## src/rtl/ws2812_frame_scheduler.sv

```systemverilog
// WS2812 frame sequencer: fetches LED_NUM pixels from a synchronous RAM, hands each to the RZ encoder,
// then holds the line idle for the latch gap. Optional brightness scaling stage under WS2812_BRIGHT_EN.
module ws2812_frame_scheduler #(
  parameter int LED_NUM     = 64,
  parameter int ADDR_W      = 6,
  parameter int CLK_FREQ_HZ = 50_000_000,
  parameter int RESET_US    = 300,
  parameter int DONE_TMO    = 4096
) (
  input  logic              clk,
  input  logic              rst,
  input  logic              frame_start,
  output logic              busy,
  output logic              frame_done,
  output logic              err,
  output logic              pix_rd,
  output logic [ADDR_W-1:0] pix_addr,
  input  logic [23:0]       pix_data,
  output logic              tx_en,
  output logic [23:0]       RGB,
  input  logic              tx_done
`ifdef WS2812_BRIGHT_EN
  ,
  input  logic [7:0]        bright
`endif
);

  localparam int LATCH_CYC = CLK_FREQ_HZ / 1_000_000 * RESET_US;
  localparam int TMO_W     = (DONE_TMO > 1) ? $clog2(DONE_TMO) : 1;
  localparam int LAT_W     = (LATCH_CYC > 1) ? $clog2(LATCH_CYC) : 1;

  localparam logic [ADDR_W-1:0] LAST_IDX = ADDR_W'(LED_NUM - 1);
  localparam logic [TMO_W-1:0]  TMO_LAST = TMO_W'(DONE_TMO - 1);
  localparam logic [LAT_W-1:0]  LAT_LAST = LAT_W'(LATCH_CYC - 1);

  localparam logic [3:0] IDLE   = 4'd0;
  localparam logic [3:0] FETCH  = 4'd1;
  localparam logic [3:0] RDWAIT = 4'd2;
  localparam logic [3:0] SEND   = 4'd3;
  localparam logic [3:0] WAIT   = 4'd4;
  localparam logic [3:0] LATCH  = 4'd5;
  localparam logic [3:0] DONE   = 4'd6;
  localparam logic [3:0] ERR    = 4'd7;
`ifdef WS2812_BRIGHT_EN
  localparam logic [3:0] SCALE  = 4'd8;

  function automatic logic [7:0] scale8(input logic [7:0] c, input logic [7:0] b);
    logic [15:0] p;
    p = {8'd0, c} * ({8'd0, b} + 16'd1);
    return p[15:8];
  endfunction
`endif

  logic [3:0]        state;
  logic [ADDR_W-1:0] idx;
  logic [TMO_W-1:0]  tmo;
  logic [LAT_W-1:0]  lat;

  assign busy       = (state != IDLE);
  assign pix_rd     = (state == FETCH);
  assign pix_addr   = idx;
  assign tx_en      = (state == SEND);
  assign frame_done = (state == DONE);
  assign err        = (state == ERR);

  always_ff @(posedge clk) begin
    if (rst) begin
      state <= IDLE;
      idx   <= '0;
      tmo   <= '0;
      lat   <= '0;
      RGB   <= '0;
    end else begin
      case (state)
        IDLE: begin
          if (frame_start) begin
            state <= FETCH;
            idx   <= '0;
          end
        end
        FETCH: begin
          tmo   <= '0;
          state <= RDWAIT;
        end
        RDWAIT: begin
          RGB <= pix_data;
`ifdef WS2812_BRIGHT_EN
          state <= SCALE;
`else
          state <= SEND;
`endif
        end
`ifdef WS2812_BRIGHT_EN
        SCALE: begin
          RGB   <= {scale8(RGB[23:16], bright), scale8(RGB[15:8], bright), scale8(RGB[7:0], bright)};
          state <= SEND;
        end
`endif
        SEND: begin
          // tmo counts cycles elapsed since tx_en, so the abort lands DONE_TMO cycles after it
          tmo   <= tmo + TMO_W'(1);
          state <= WAIT;
        end
        WAIT: begin
          if (tx_done) begin
            if (idx == LAST_IDX) begin
              lat   <= '0;
              state <= LATCH;
            end else begin
              idx   <= idx + ADDR_W'(1);
              state <= FETCH;
            end
          end else if (tmo == TMO_LAST) begin
            state <= ERR;
          end else begin
            tmo <= tmo + TMO_W'(1);
          end
        end
        LATCH: begin
          if (lat == LAT_LAST) state <= DONE;
          else                 lat   <= lat + LAT_W'(1);
        end
        DONE:    state <= IDLE;
        ERR:     state <= IDLE;
        default: state <= IDLE;
      endcase
    end
  end

endmodule
```

## config.mk

```make
export PLATFORM = sky130hd
export DESIGN_NAME = ws2812_frame_scheduler
export DESIGN_NICKNAME = d
export VERILOG_FILES = /design/src/rtl/ws2812_frame_scheduler.sv
export SDC_FILE = /design/constraint.sdc
export NUM_CORES = 1
export LEC_CHECK = 0
export CAP_MARGIN = 0
export CORE_MARGIN = 2
export CORE_UTILIZATION = 53
export DETAILED_ROUTE_END_ITERATION = 10
export HOLD_SLACK_MARGIN = 0.05
export PLACE_DENSITY = 0.93
export SKIP_LAST_GASP = 1
export SYNTH_ARGS = -nofsm -noshare
export SYNTH_HDL_FRONTEND = slang
export SYNTH_SLANG_ARGS = --single-unit
```

## constraint.sdc

```tcl
create_clock -name clk -period 2.9 [get_ports clk]
set_input_delay 0.435 -clock clk [delete_from_list [all_inputs] [get_ports clk]]
set_output_delay 0.435 -clock clk [all_outputs]
set_load 0.03 [all_outputs]
```

==> reports/summary.txt, run 1 <==
First-pass GRT wire length: 11.07 mm
Vias in the first global route: 2619
Diode count: 0
Critical path startpoint category: register
Fin. max-slew vios: 0
Fin crit share: 90.22%
Final #Nets: 426
Worst VDD drop: 0.3081 mV
Clock period minus worst slack: 2.616 ns
Core area: 5042 sq um
Synth Flop Type: dfxtp_1
HP Start: RGB[9]
Worst Path Required: 2.47 ns
Max Fclk: 0.3822 GHz
RR Startpoint: state[0]
Worst relative slew slack: 48.34%
I/O Buffers: 62
CTS tree: yes
Final setup violation count: 0
Wire per inst: 14.26 microns
Initial antenna violation count: 0
CP max-delay cell: clkdlybuf4s50_1
Reg area: 1181 sq um
Cts bufs inserted: 9
H-tree depth: 3
Yosys top cell area share: 43.42%
Kind of critical path: reg2out
Worst Hold End: RGB[9]
Die area: 5721 sq um
Bufs on Longest Clock Path: 2
Mapped cell area: 2720 sq um
HP Class: reg2reg
Syn Inst Count: 335
Finished Layout Cells: 469
Initial drt markers: 131
Clock skew after layout: 0.006874 ns
Met3 Track Usage GR: 10.58%
Worst-skew pair later-pin latency: 0.34 ns
Least-Margin Pin Slew: 0.7749 ns
DRT Wirelength: 6.687 mm
Setup repair bufs after CTS: 0
Post-route ant nets: 0
CTS sink cnt: 59
Switch share: 27.31%
Busiest grt layer: met2
Max incr delay on CP: 0.72 ns
Hpwl dp: 4.690 mm
Sequential Power Share: 46.0%
Reg2reg setup slack: 0.69 ns
Via count: 2604
Combinational Power Share: 14.5%
Async SR Flop Fraction: 0%
Run status: complete, no violations
Area leader, netlist: dfxtp_1
Placer Congestion: 0.8875
DRT Pass-1 Iters: 4
Hold slack: 0.4513 ns
Post-synthesis average cell area: 8.120 sq um
Reg2reg end: lat[8]
GRT overflow: 0
Total net switching power: 0.5130 mW
Cts hold-fix bufs: 0
Area contributors post-synth: dfxtp_1, nand2_1, a21oi_1
Initial core utilization: 53.95%
Seq cells post-synth: 59
P_int: 1.366 mW
R2R depth: 5
Synth warn: 0
RSZ-0062 raised after global routing: false
Max_cap viols: 0
Synth Net Count: 366
Layout cells sized above 1: 6.767%
Grt met2 use: 42.61%
GRT met1 Usage: 27.54%
I/O pins: 63
Clock Tree Root: clkbuf_8
P&R area growth vs syn: 31.60%
Placed cells: 454
Critical Path Fanout Max: 15
Drt drc: 0
Clock slew at reported path FFs: 0.07 ns
TNS Setup: 0 ns
WP data arrival: 2.18 ns
Vias/cell: 5.552
Total power: 1.879 mW
Synth unique cells: 50
Area occupied by multi-input gates: 1465 sq um
Hold path depth: 2
Post-layout util: 70.99%
Global Route Usage Sum: 25.44%
Number of flops mapped to enable cells by yosys: 0
PostCTS Resize Cnt: 0
Leak Pwr: 1.200 nW
CP Capture Type: output port
FILL cells: 372
Final Hold Viols: 0
Rows: 26
Worst path cell trace: nand2b_1 -> nor2_1 -> clkdlybuf4s50_1
Clock power share: 39.5%
Register area share after synthesis: 43.42%
Largest net degree at the start of global routing: 35
Chip height: 75.64 microns
Power Dens Cells: 524.8 nW/um^2
Die width: 75.64 microns
placed cells by master, fill, tap and decap left out, types with 2 or more instances in the layout:
master	synthesis	final
nor2b_1	2	2
mux2i_1	2	2
xor2_1	8	8
a211oi_1	2	2
or2_2	3	3
nand2_1	69	69
xnor2_1	8	8
and2_1	4	4
nand3_1	14	14
a21oi_1	41	41
or3_1	3	3
and4_1	2	2
dfxtp_1	59	59
o211ai_1	7	7
inv_1	3	3
a31oi_1	3	3
o21ai_1	2	2
o2111ai_1	3	3
o21ai_0	4	4
o31ai_1	2	2
o21ai_2	2	2
nand2b_1	3	3
buf_4	0	3
nor3_1	5	5
nor2_1	29	29
ha_1	3	3
clkdlybuf4s50_1	0	62
and3_1	4	4
clkbuf_8	0	10
clkinv_2	0	3
or4_1	5	5
nand4_1	7	7
power groups by stage:
stage / Combinational (mW) / Clock [mW] / Sequential, mW
6_report: 0.272 / 0.742 / 0.864
5_1_grt: 0.297 / 0.775 / 0.868
4_1_cts: 0.274 / 0.753 / 0.864
3_5_place_dp: 0.271 / 0 / 0.882
3_3_place_gp: 0.266 / 0 / 0.880
2_1_floorplan: 0.117 / 0 / 0.918
routing by layer:
metal,routed length (microns),vias up
met2,3227,85
met4,89,0
met3,657,9
met1,2713,1209
met5,0,-
li1,-,1301
worst max-delay path, delay by kind of cell, from the launching register on:
family | cells | cell delay, ns
simple gates | 2 | 0.49
buf+inv | 1 | 0.72
flops | 1 | 0.64
area by class of cell:
class / count / area share, %
well taps: 70 / 2.447
clock inverters: 5 / 1.503
repair buffers: 65 / 17.97
clock buffers: 10 / 3.845
inverters: 3 / 0.3146
flip-flops and latches: 59 / 33.00
multi-input cells: 257 / 40.93
flip-flops by register name, summed over array words and instances (netlist names):
| name | cells |
|---|---|
| RGB | 24 |
| lat | 14 |
| pix_addr | 6 |
| state | 3 |
| tmo | 12 |
synth_stat cells, drive strengths merged, types with 3 or more instances:
cell type	count
a21oi	41
a31oi	3
and2	4
and3	4
clkbuf	14
dfxtp	59
ha	3
inv	3
nand2	69
nand2b	3
nand3	14
nand4	7
nor2	29
nor3	5
o2111ai	3
o211ai	7
o21ai	8
or2	4
or3	3
or4	5
xnor2	8
xor2	8
through the flow:
stage | worst slack (ns) | area (sq um)
2_1_floorplan | 0.9432 | 2720
6_report | 0.2836 | 3580
3_3_place_gp | 0.4988 | 3388
5_1_grt | 0.1827 | 3580
4_1_cts | 0.2836 | 3580
3_5_place_dp | 0.4584 | 3388
worst max path at each step:
| stage | end | cells past startpoint | from | slack [ns] |
|---|---|---|---|---|
| final | pix_rd | 3 | state[0] | 0.28 |
| after global routing | pix_rd | 3 | state[0] | 0.18 |
| after CTS | pix_rd | 3 | state[0] | 0.28 |
| after detailed placement | lat[8] | 6 | tx_done | 0.46 |
| after global placement | lat[8] | 6 | tx_done | 0.50 |
| after floorplan | lat[8] | 6 | pix_addr[0] | 0.94 |
kinds of logic (layout without fill, tap and decap cells):
family	Yosys count	after routing	synth area share (%)
flip-flops	59	59	43.42
multiplexers	2	2	0.7360
buffers and inverters	19	83	2.714
AO/OA/AOI/OAI	77	77	18.12
adder cells (fa/ha/maj)	3	3	1.380
AND/OR/NAND/NOR	159	159	28.47
XOR/XNOR	16	16	5.152
(Power assumes the default switching activity.)
==> run 2, diff against run 1 <==
- GPL_ROUTABILITY_DRIVEN: unset -> 0
==> results of run 2 <==
No change in the layout: final DEF, timing and power equal those of run 1.
